[config.mk]
export PLATFORM = sky130hd
export DESIGN_NAME = red_pitaya_pwm_dac_flat
export DESIGN_NICKNAME = d
export VERILOG_FILES = /design/src/rtl/red_pitaya_pwm_pkg.sv /design/src/rtl/red_pitaya_pwm_dac_if.sv /design/src/rtl/red_pitaya_pwm_ch.sv /design/src/rtl/red_pitaya_pwm_dac.sv /design/src/flat_wrapper.sv
export SDC_FILE = /design/constraint.sdc
export NUM_CORES = 1
export LEC_CHECK = 0
export CAP_MARGIN = 10
export CORE_AREA = 4 4 118 120
export CTS_CLUSTER_SIZE = 8
export DETAILED_ROUTE_END_ITERATION = 8
export DIE_AREA = 0 0 122 124
export GPL_TIMING_DRIVEN = 0
export PLACE_DENSITY = 0.8
export SLEW_MARGIN = 25
export SYNTH_ARGS = -nofsm -noshare
export SYNTH_HDL_FRONTEND = slang
export SYNTH_SLANG_ARGS = --single-unit
[constraint.sdc]
create_clock -name clk_i -period 10.58 [get_ports clk_i]
set_clock_uncertainty 0.05 [all_clocks]
set_input_delay 2.116 -clock clk_i [delete_from_list [all_inputs] [get_ports clk_i]]
set_output_delay 2.116 -clock clk_i [all_outputs]
set_load 0.01 [all_outputs]
[src/rtl/red_pitaya_pwm_pkg.sv]
// Shared constants, config word layout and threshold helper for the
// four-channel dithered PWM DAC.
package red_pitaya_pwm_pkg;

    localparam int PWM_FULL_DEF = 156;
    localparam int PWM_CW       = 24;
    localparam int PWM_PAT_W    = 16;
    localparam int PWM_FRM_W    = 4;

    localparam int DUTY_MSB = 23;
    localparam int DUTY_LSB = 16;
    localparam int PAT_MSB  = 15;

    typedef logic [PWM_CW-1:0] pwm_cfg_t;

    // Nine bits so duty=255 plus a dither bit cannot wrap back to zero.
    function automatic logic [8:0] pwm_thr(input logic [7:0] duty, input logic dither);
        return {1'b0, duty} + {8'd0, dither};
    endfunction

endpackage

[src/rtl/red_pitaya_pwm_dac_if.sv]
// Configuration words in, PWM outputs and frame strobe out.
interface red_pitaya_pwm_dac_if;
    import red_pitaya_pwm_pkg::*;

    pwm_cfg_t   cfg_a_i;
    pwm_cfg_t   cfg_b_i;
    pwm_cfg_t   cfg_c_i;
    pwm_cfg_t   cfg_d_i;
    logic [3:0] pwm_o;
    logic       frame_o;

    modport master (
        output cfg_a_i, cfg_b_i, cfg_c_i, cfg_d_i,
        input  pwm_o, frame_o
    );

    modport slave (
        input  cfg_a_i, cfg_b_i, cfg_c_i, cfg_d_i,
        output pwm_o, frame_o
    );

endinterface

[src/rtl/red_pitaya_pwm_ch.sv]
// One PWM channel: shadowed duty/dither pattern, per-period threshold and
// the registered output compare against the shared period counter.
module red_pitaya_pwm_ch
    import red_pitaya_pwm_pkg::*;
(
    input  logic       clk_i,
    input  logic       rst_i,
    input  pwm_cfg_t   cfg_i,
    input  logic       wrap_i,
    input  logic       boundary_i,
    input  logic [7:0] cnt_i,
    output logic       pwm_o
);

    logic [7:0]           duty_q, duty_d;
    logic [PWM_PAT_W-1:0] pat_q, pat_d;
    logic                 pwm_q, pwm_d;
    logic [8:0]           thr;

    // The pattern LSB is the dither bit for the current period, so rotating
    // at every wrap walks bit i into period i of the frame.
    always_comb begin
        duty_d = duty_q;
        pat_d  = pat_q;
        if (boundary_i) begin
            duty_d = cfg_i[DUTY_MSB:DUTY_LSB];
            pat_d  = cfg_i[PAT_MSB:0];
        end else if (wrap_i) begin
            pat_d = {pat_q[0], pat_q[PWM_PAT_W-1:1]};
        end
        thr   = pwm_thr(duty_q, pat_q[0]);
        pwm_d = ({1'b0, cnt_i} < thr);
    end

    // Reset loads the live config so the first frame already uses it.
    always_ff @(posedge clk_i) begin
        if (rst_i) begin
            duty_q <= cfg_i[DUTY_MSB:DUTY_LSB];
            pat_q  <= cfg_i[PAT_MSB:0];
            pwm_q  <= 1'b0;
        end else begin
            duty_q <= duty_d;
            pat_q  <= pat_d;
            pwm_q  <= pwm_d;
        end
    end

    assign pwm_o = pwm_q;

endmodule

[src/rtl/red_pitaya_pwm_dac.sv]
// Four-channel PWM DAC: shared period/frame counters and boundary decode
// feeding four independent dithered PWM channels.
module red_pitaya_pwm_dac
    import red_pitaya_pwm_pkg::*;
#(
    parameter int FULL = PWM_FULL_DEF
) (
    input  logic                 clk_i,
    input  logic                 rst_i,
    red_pitaya_pwm_dac_if.slave  bus
);

    logic [7:0]           cnt_q, cnt_d;
    logic [PWM_FRM_W-1:0] frm_q, frm_d;
    logic                 frame_q, frame_d;
    logic                 wrap;
    logic                 boundary;
    pwm_cfg_t             cfg [4];
    logic [3:0]           pwm;

    always_comb begin
        wrap     = (cnt_q == 8'(FULL - 1));
        boundary = wrap && (frm_q == {PWM_FRM_W{1'b1}});
        cnt_d    = wrap ? 8'd0 : cnt_q + 8'd1;
        frm_d    = wrap ? frm_q + {{(PWM_FRM_W-1){1'b0}}, 1'b1} : frm_q;
        frame_d  = boundary;
    end

    always_ff @(posedge clk_i) begin
        if (rst_i) begin
            cnt_q   <= 8'd0;
            frm_q   <= '0;
            frame_q <= 1'b0;
        end else begin
            cnt_q   <= cnt_d;
            frm_q   <= frm_d;
            frame_q <= frame_d;
        end
    end

    assign cfg[0] = bus.cfg_a_i;
    assign cfg[1] = bus.cfg_b_i;
    assign cfg[2] = bus.cfg_c_i;
    assign cfg[3] = bus.cfg_d_i;

    for (genvar ch = 0; ch < 4; ch++) begin : g_ch
        red_pitaya_pwm_ch u_ch (
            .clk_i      (clk_i),
            .rst_i      (rst_i),
            .cfg_i      (cfg[ch]),
            .wrap_i     (wrap),
            .boundary_i (boundary),
            .cnt_i      (cnt_q),
            .pwm_o      (pwm[ch])
        );
    end

    assign bus.pwm_o   = pwm;
    assign bus.frame_o = frame_q;

endmodule

[src/flat_wrapper.sv]
// flat-port wrapper written by rule: the top's interface ports become plain ports
module red_pitaya_pwm_dac_flat import red_pitaya_pwm_pkg::*;
#(
    parameter int FULL = PWM_FULL_DEF
)
  (clk_i, rst_i, bus_cfg_a_i, bus_cfg_b_i, bus_cfg_c_i, bus_cfg_d_i, bus_pwm_o, bus_frame_o);
  red_pitaya_pwm_dac_if bus_i ();
  input  logic clk_i;
  input  logic rst_i;
  input wire logic [$bits(bus_i.cfg_a_i)-1:0] bus_cfg_a_i;
  input wire logic [$bits(bus_i.cfg_b_i)-1:0] bus_cfg_b_i;
  input wire logic [$bits(bus_i.cfg_c_i)-1:0] bus_cfg_c_i;
  input wire logic [$bits(bus_i.cfg_d_i)-1:0] bus_cfg_d_i;
  output wire logic [$bits(bus_i.pwm_o)-1:0] bus_pwm_o;
  output wire logic [$bits(bus_i.frame_o)-1:0] bus_frame_o;
  assign bus_i.cfg_a_i = bus_cfg_a_i;
  assign bus_i.cfg_b_i = bus_cfg_b_i;
  assign bus_i.cfg_c_i = bus_cfg_c_i;
  assign bus_i.cfg_d_i = bus_cfg_d_i;
  assign bus_pwm_o = bus_i.pwm_o;
  assign bus_frame_o = bus_i.frame_o;
  red_pitaya_pwm_dac #(.FULL(FULL)) u_core (.clk_i(clk_i), .rst_i(rst_i), .bus(bus_i));
endmodule
==> summary.json <==
{
  "status": {
    "status": "completed"
  },
  "power_and_ir_drop": {
    "clock_power_share_pct": 44.8,
    "power-per-cell-area_mw_per_mm2": 161,
    "vdd_drop_max_mv": 0.117,
    "static-leakage-power_nw": 2.96,
    "switching_fraction_of_total_power_pct": 20.4,
    "share_comb_of_total_power_pct": 10.9,
    "switchingPower_mw": 0.248,
    "final_total_power_mw": 1.22,
    "cellInternalPower_mw": 0.968,
    "share_seq_of_total_power_pct": 44.3
  },
  "route": {
    "post_drt_wl_per_cell_um": 15.6,
    "drc": 0,
    "drt_first_iter_violations": 88,
    "postRouteAntennaNets": 0,
    "detail_route.wirelength_um": 10800,
    "post_drt_via_cell_ratio": 4.95,
    "vias": 3415,
    "detail_route.first_pass.iterations": 4
  },
  "setup_path": {
    "critPathMaxStageDelay_ns": 0.65,
    "timing.rr.start": "u_core.cnt_q[1]$_SDFF_PP0_",
    "critical_path_buf_inv_count": 4,
    "crit_path_top_delay_cell": "clkdlybuf4s50_1",
    "worst_r2r_path_depth": 7,
    "path_cells": "clkdlybuf4s50_1 > a41oi_2 > buf_6 > buf_6 > inv_2",
    "worstSetupEndpointType": "flop",
    "crit_path_arrival_time_ns": 3.76,
    "worst-setup-path-type": "in2reg",
    "critical_path_peak_fanout": 32,
    "critPathRequiredTime_ns": 10.56,
    "critPathLaunchType": "primary input",
    "reg2reg_setup_slack_ns": 7.87,
    "critPathMostFrequentCell": "buf_6",
    "regToRegEndpoint": "u_core.g_ch[3].u_ch.duty_q[4]$_DFFE_PP_",
    "crit_family": "buffers and inverters"
  },
  "yosys": {
    "netlist.top_cell.by_area": "edfxtp_1",
    "synth-adder-area-share_pct": 9.18,
    "syn_nets": 522,
    "compound_gate_portion_of_the_synthesized_area_pct": 3.46,
    "synthesis.instances": 382,
    "synth_top_family_by_area": "multiplexers",
    "syn_area_per_cell_um2": 15.0,
    "synth-simple-area-share_pct": 7.54,
    "synth_mux_area_share_pct": 16.0,
    "syn-cell-area_mm2": 0.00572,
    "synthTopCellsByArea": "edfxtp_1 50%, mux2_4 13%, ha_1 9.2%",
    "yosysTopAreaCellShare_pct": 50.4,
    "post_synth_edffs": 96,
    "synth-main-ff-cell": "edfxtp_1",
    "ys_ff_latch": 113,
    "ys.warnings.count": 0,
    "synth_xor_xnor_area_share_pct": 5.05,
    "synthArstFlopShare_pct": 0,
    "netlist-cell-type-count": 38,
    "seq_area_frac_synth_pct": 56.3
  },
  "die": {
    "core-area_mm2": 0.0130,
    "floorplan.rows": 42,
    "dieWidth_um": 122,
    "ios": 103,
    "die_outline_height_um": 124,
    "starting_density_of_the_core_pct": 44.1,
    "area_of_the_die_mm2": 0.0151
  },
  "final_layout": {
    "fin_cells": 690,
    "finalCoreUtilization_pct": 58.1,
    "insertedDiodeCount": 0,
    "post-route-cell-area_mm2": 0.00754,
    "fillerInstances": 1027,
    "post_route_cells_drive_above_1_share_pct": 20.4,
    "nNetsFinal": 644,
    "area_delta_synth_final_pct": 31.8
  },
  "timing": {
    "max-slew-margin-rel_pct": 55.5,
    "max_clock_freq_ghz": 0.264,
    "setup_ws_ns": 6.80,
    "whs_ns": 0.443,
    "rsz_0062_raised_after_global_routing": "no",
    "final_count_of_negative_setup_slack_endpoints": 0,
    "timing_worst_slew_pin_value_ns": 0.667,
    "min_period_over_period_pct": 35.8,
    "period_needed_ns": 3.78,
    "timing.setup.tns_ns": 0,
    "finalMaxSlewViolations": 0,
    "hold_viol_final": 0
  },
  "global_routing": {
    "grt_max_degree": 38,
    "grt_use_total_pct": 14.9,
    "grt_antenna_before_repair": 0,
    "grt_overflow_total": 0,
    "via_count_of_the_first_global_routing_pass": 3515,
    "wire_length_of_the_first_global_routing_pass_um": 17000
  },
  "placed_design": {
    "placed_cells": 661,
    "gp_routability_congestion": 0.746,
    "dpl-instance-area_mm2": 0.00699,
    "worst_slack_at_placement_ns": 6.35,
    "buffers_on_ports": 102,
    "dp.final_hpwl_um": 7730
  },
  "clocking": {
    "cts-buffers-inserted": 17,
    "hold_buffers": 0,
    "clkSinkCount": 113,
    "h_tree_level_count": 4,
    "max-clock-path-buffers": 2,
    "post_cts_repair_timing_setup_buffer_count": 0,
    "post_cts_resized": 0,
    "clk_pin_slew_worst_paths_ns": 0.05,
    "clk_latency_ns": 0.40,
    "tritoncts_clock_tree": "built",
    "cts_root_buffer": "clkbuf_16"
  },
  "hold_path": {
    "worstHoldPathCells": 2,
    "hold_path_end": "u_core.bus.frame_o$_SDFF_PP0_",
    "hp-class": "reg2reg",
    "hold_path.startpoint": "u_core.frm_q[3]$_SDFFE_PP0P_"
  },
  "flow_run": {
    "max_cap_violations": 0
  }
}
-- power by group through the flow --
| stage | Combinational, mW | Sequential [mW] | Clock (mW) |
|---|---|---|---|
| 2_1_floorplan | 0.0796 | 0.541 | 0 |
| 3_3_place_gp | 0.128 | 0.547 | 0 |
| 3_5_place_dp | 0.134 | 0.547 | 0 |
| 4_1_cts | 0.135 | 0.539 | 0.557 |
| 5_1_grt | 0.146 | 0.542 | 0.579 |
| 6_report | 0.132 | 0.539 | 0.545 |
-- tightest hold or removal path, cell delays in order, from the launching register on --
cell     delay (ns)
dfxtp_1        0.33
nand4_1        0.08
nor2_1         0.04
-- worst max-delay path by stage --
stage | from | to | slack, ns | cells past startpoint
3_5_place_dp | rst_i | u_core.g_ch[3].u_ch.duty_q[4]$_DFFE_PP_ | 6.35 | 5
6_report | rst_i | u_core.g_ch[3].u_ch.duty_q[4]$_DFFE_PP_ | 6.80 | 5
3_3_place_gp | rst_i | u_core.g_ch[1].u_ch.pat_q[7]$_DFFE_PP_ | 4.36 | 3
2_1_floorplan | rst_i | u_core.g_ch[0].u_ch.pat_q[0]$_DFFE_PP_ | 5.95 | 2
5_1_grt | rst_i | u_core.g_ch[3].u_ch.duty_q[1]$_DFFE_PP_ | 6.68 | 5
4_1_cts | rst_i | u_core.g_ch[3].u_ch.duty_q[4]$_DFFE_PP_ | 6.77 | 5
-- placed cells by master, fill, tap and decap left out, types with 4 or more instances in the layout --
| cell | netlist | routed |
|---|---|---|
| a211o_1 | 4 | 4 |
| and3_1 | 7 | 7 |
| buf_4 | 4 | 4 |
| buf_6 | 6 | 6 |
| clkbuf_1 | 2 | 4 |
| clkbuf_16 | 0 | 17 |
| clkdlybuf4s50_1 | 0 | 102 |
| clkinv_1 | 0 | 4 |
| dfxtp_1 | 17 | 17 |
| edfxtp_1 | 96 | 96 |
| ha_1 | 42 | 42 |
| inv_1 | 8 | 7 |
| mux2_2 | 15 | 15 |
| mux2_4 | 49 | 49 |
| nand2_1 | 15 | 15 |
| nand2b_1 | 4 | 4 |
| nand3_1 | 15 | 15 |
| nand4_1 | 5 | 5 |
| nor2_1 | 21 | 21 |
| nor3_1 | 5 | 5 |
| o21ai_0 | 5 | 5 |
| o31ai_1 | 4 | 4 |
| xnor2_1 | 15 | 15 |
| xor2_1 | 18 | 18 |
-- cell type report --
class	instances	area, um^2	area share (%)
Buffer	13	114	1.51
Multi-Input combinational cell	248	2360	31.3
Clock buffer	20	437	5.79
Sequential cell	113	3220	42.7
Clock inverter	9	118	1.56
Tap cell	176	220	2.92
Timing Repair Buffer	103	1040	13.8
Inverter	8	30.0	0.398
-- registers in the layout (all words and copies together), names as in the netlist --
register	count
u_core.g_ch.u_ch.duty_q	32
u_core.cnt_q	8
u_core.frm_q	4
u_core.bus.frame_o	1
u_core.g_ch.u_ch.pat_q	64
u_core.g_ch.u_ch.pwm_o	4
-- Yosys cell counts, drive strengths merged, types with 2 or more instances --
cell type / count
a211o: 4
a211oi: 3
a31oi: 3
and2: 2
and3: 7
and4: 2
buf: 11
clkbuf: 2
dfxtp: 17
edfxtp: 96
ha: 42
inv: 8
mux2: 64
nand2: 15
nand2b: 4
nand3: 15
nand4: 5
nor2: 22
nor3: 5
o211ai: 2
o21ai: 5
o31ai: 4
or2: 2
xnor2: 15
xor2: 18
-- routing by layer --
| layer | track usage (%) | routed length, um | up-vias | part of all wire, % |
|---|---|---|---|---|
| li1 | - | - | 1685 | - |
| met1 | 17.7 | 4600 | 1642 | 43 |
| met4 | 4.62 | 97 | 0 | 0.90 |
| met2 | 25.1 | 5460 | 77 | 51 |
| met3 | 5.54 | 622 | 11 | 5.8 |
| met5 | 0 | 0 | - | 0 |
-- cells by family (layout without fill, tap and decap cells) --
group | after synthesis | in the layout
flops | 113 | 113
simple gates | 82 | 82
xor+xnor | 33 | 33
fa+ha+maj | 42 | 42
mux | 65 | 65
compound gates | 26 | 26
buf+inv | 21 | 153
(Power assumes the default switching activity.)
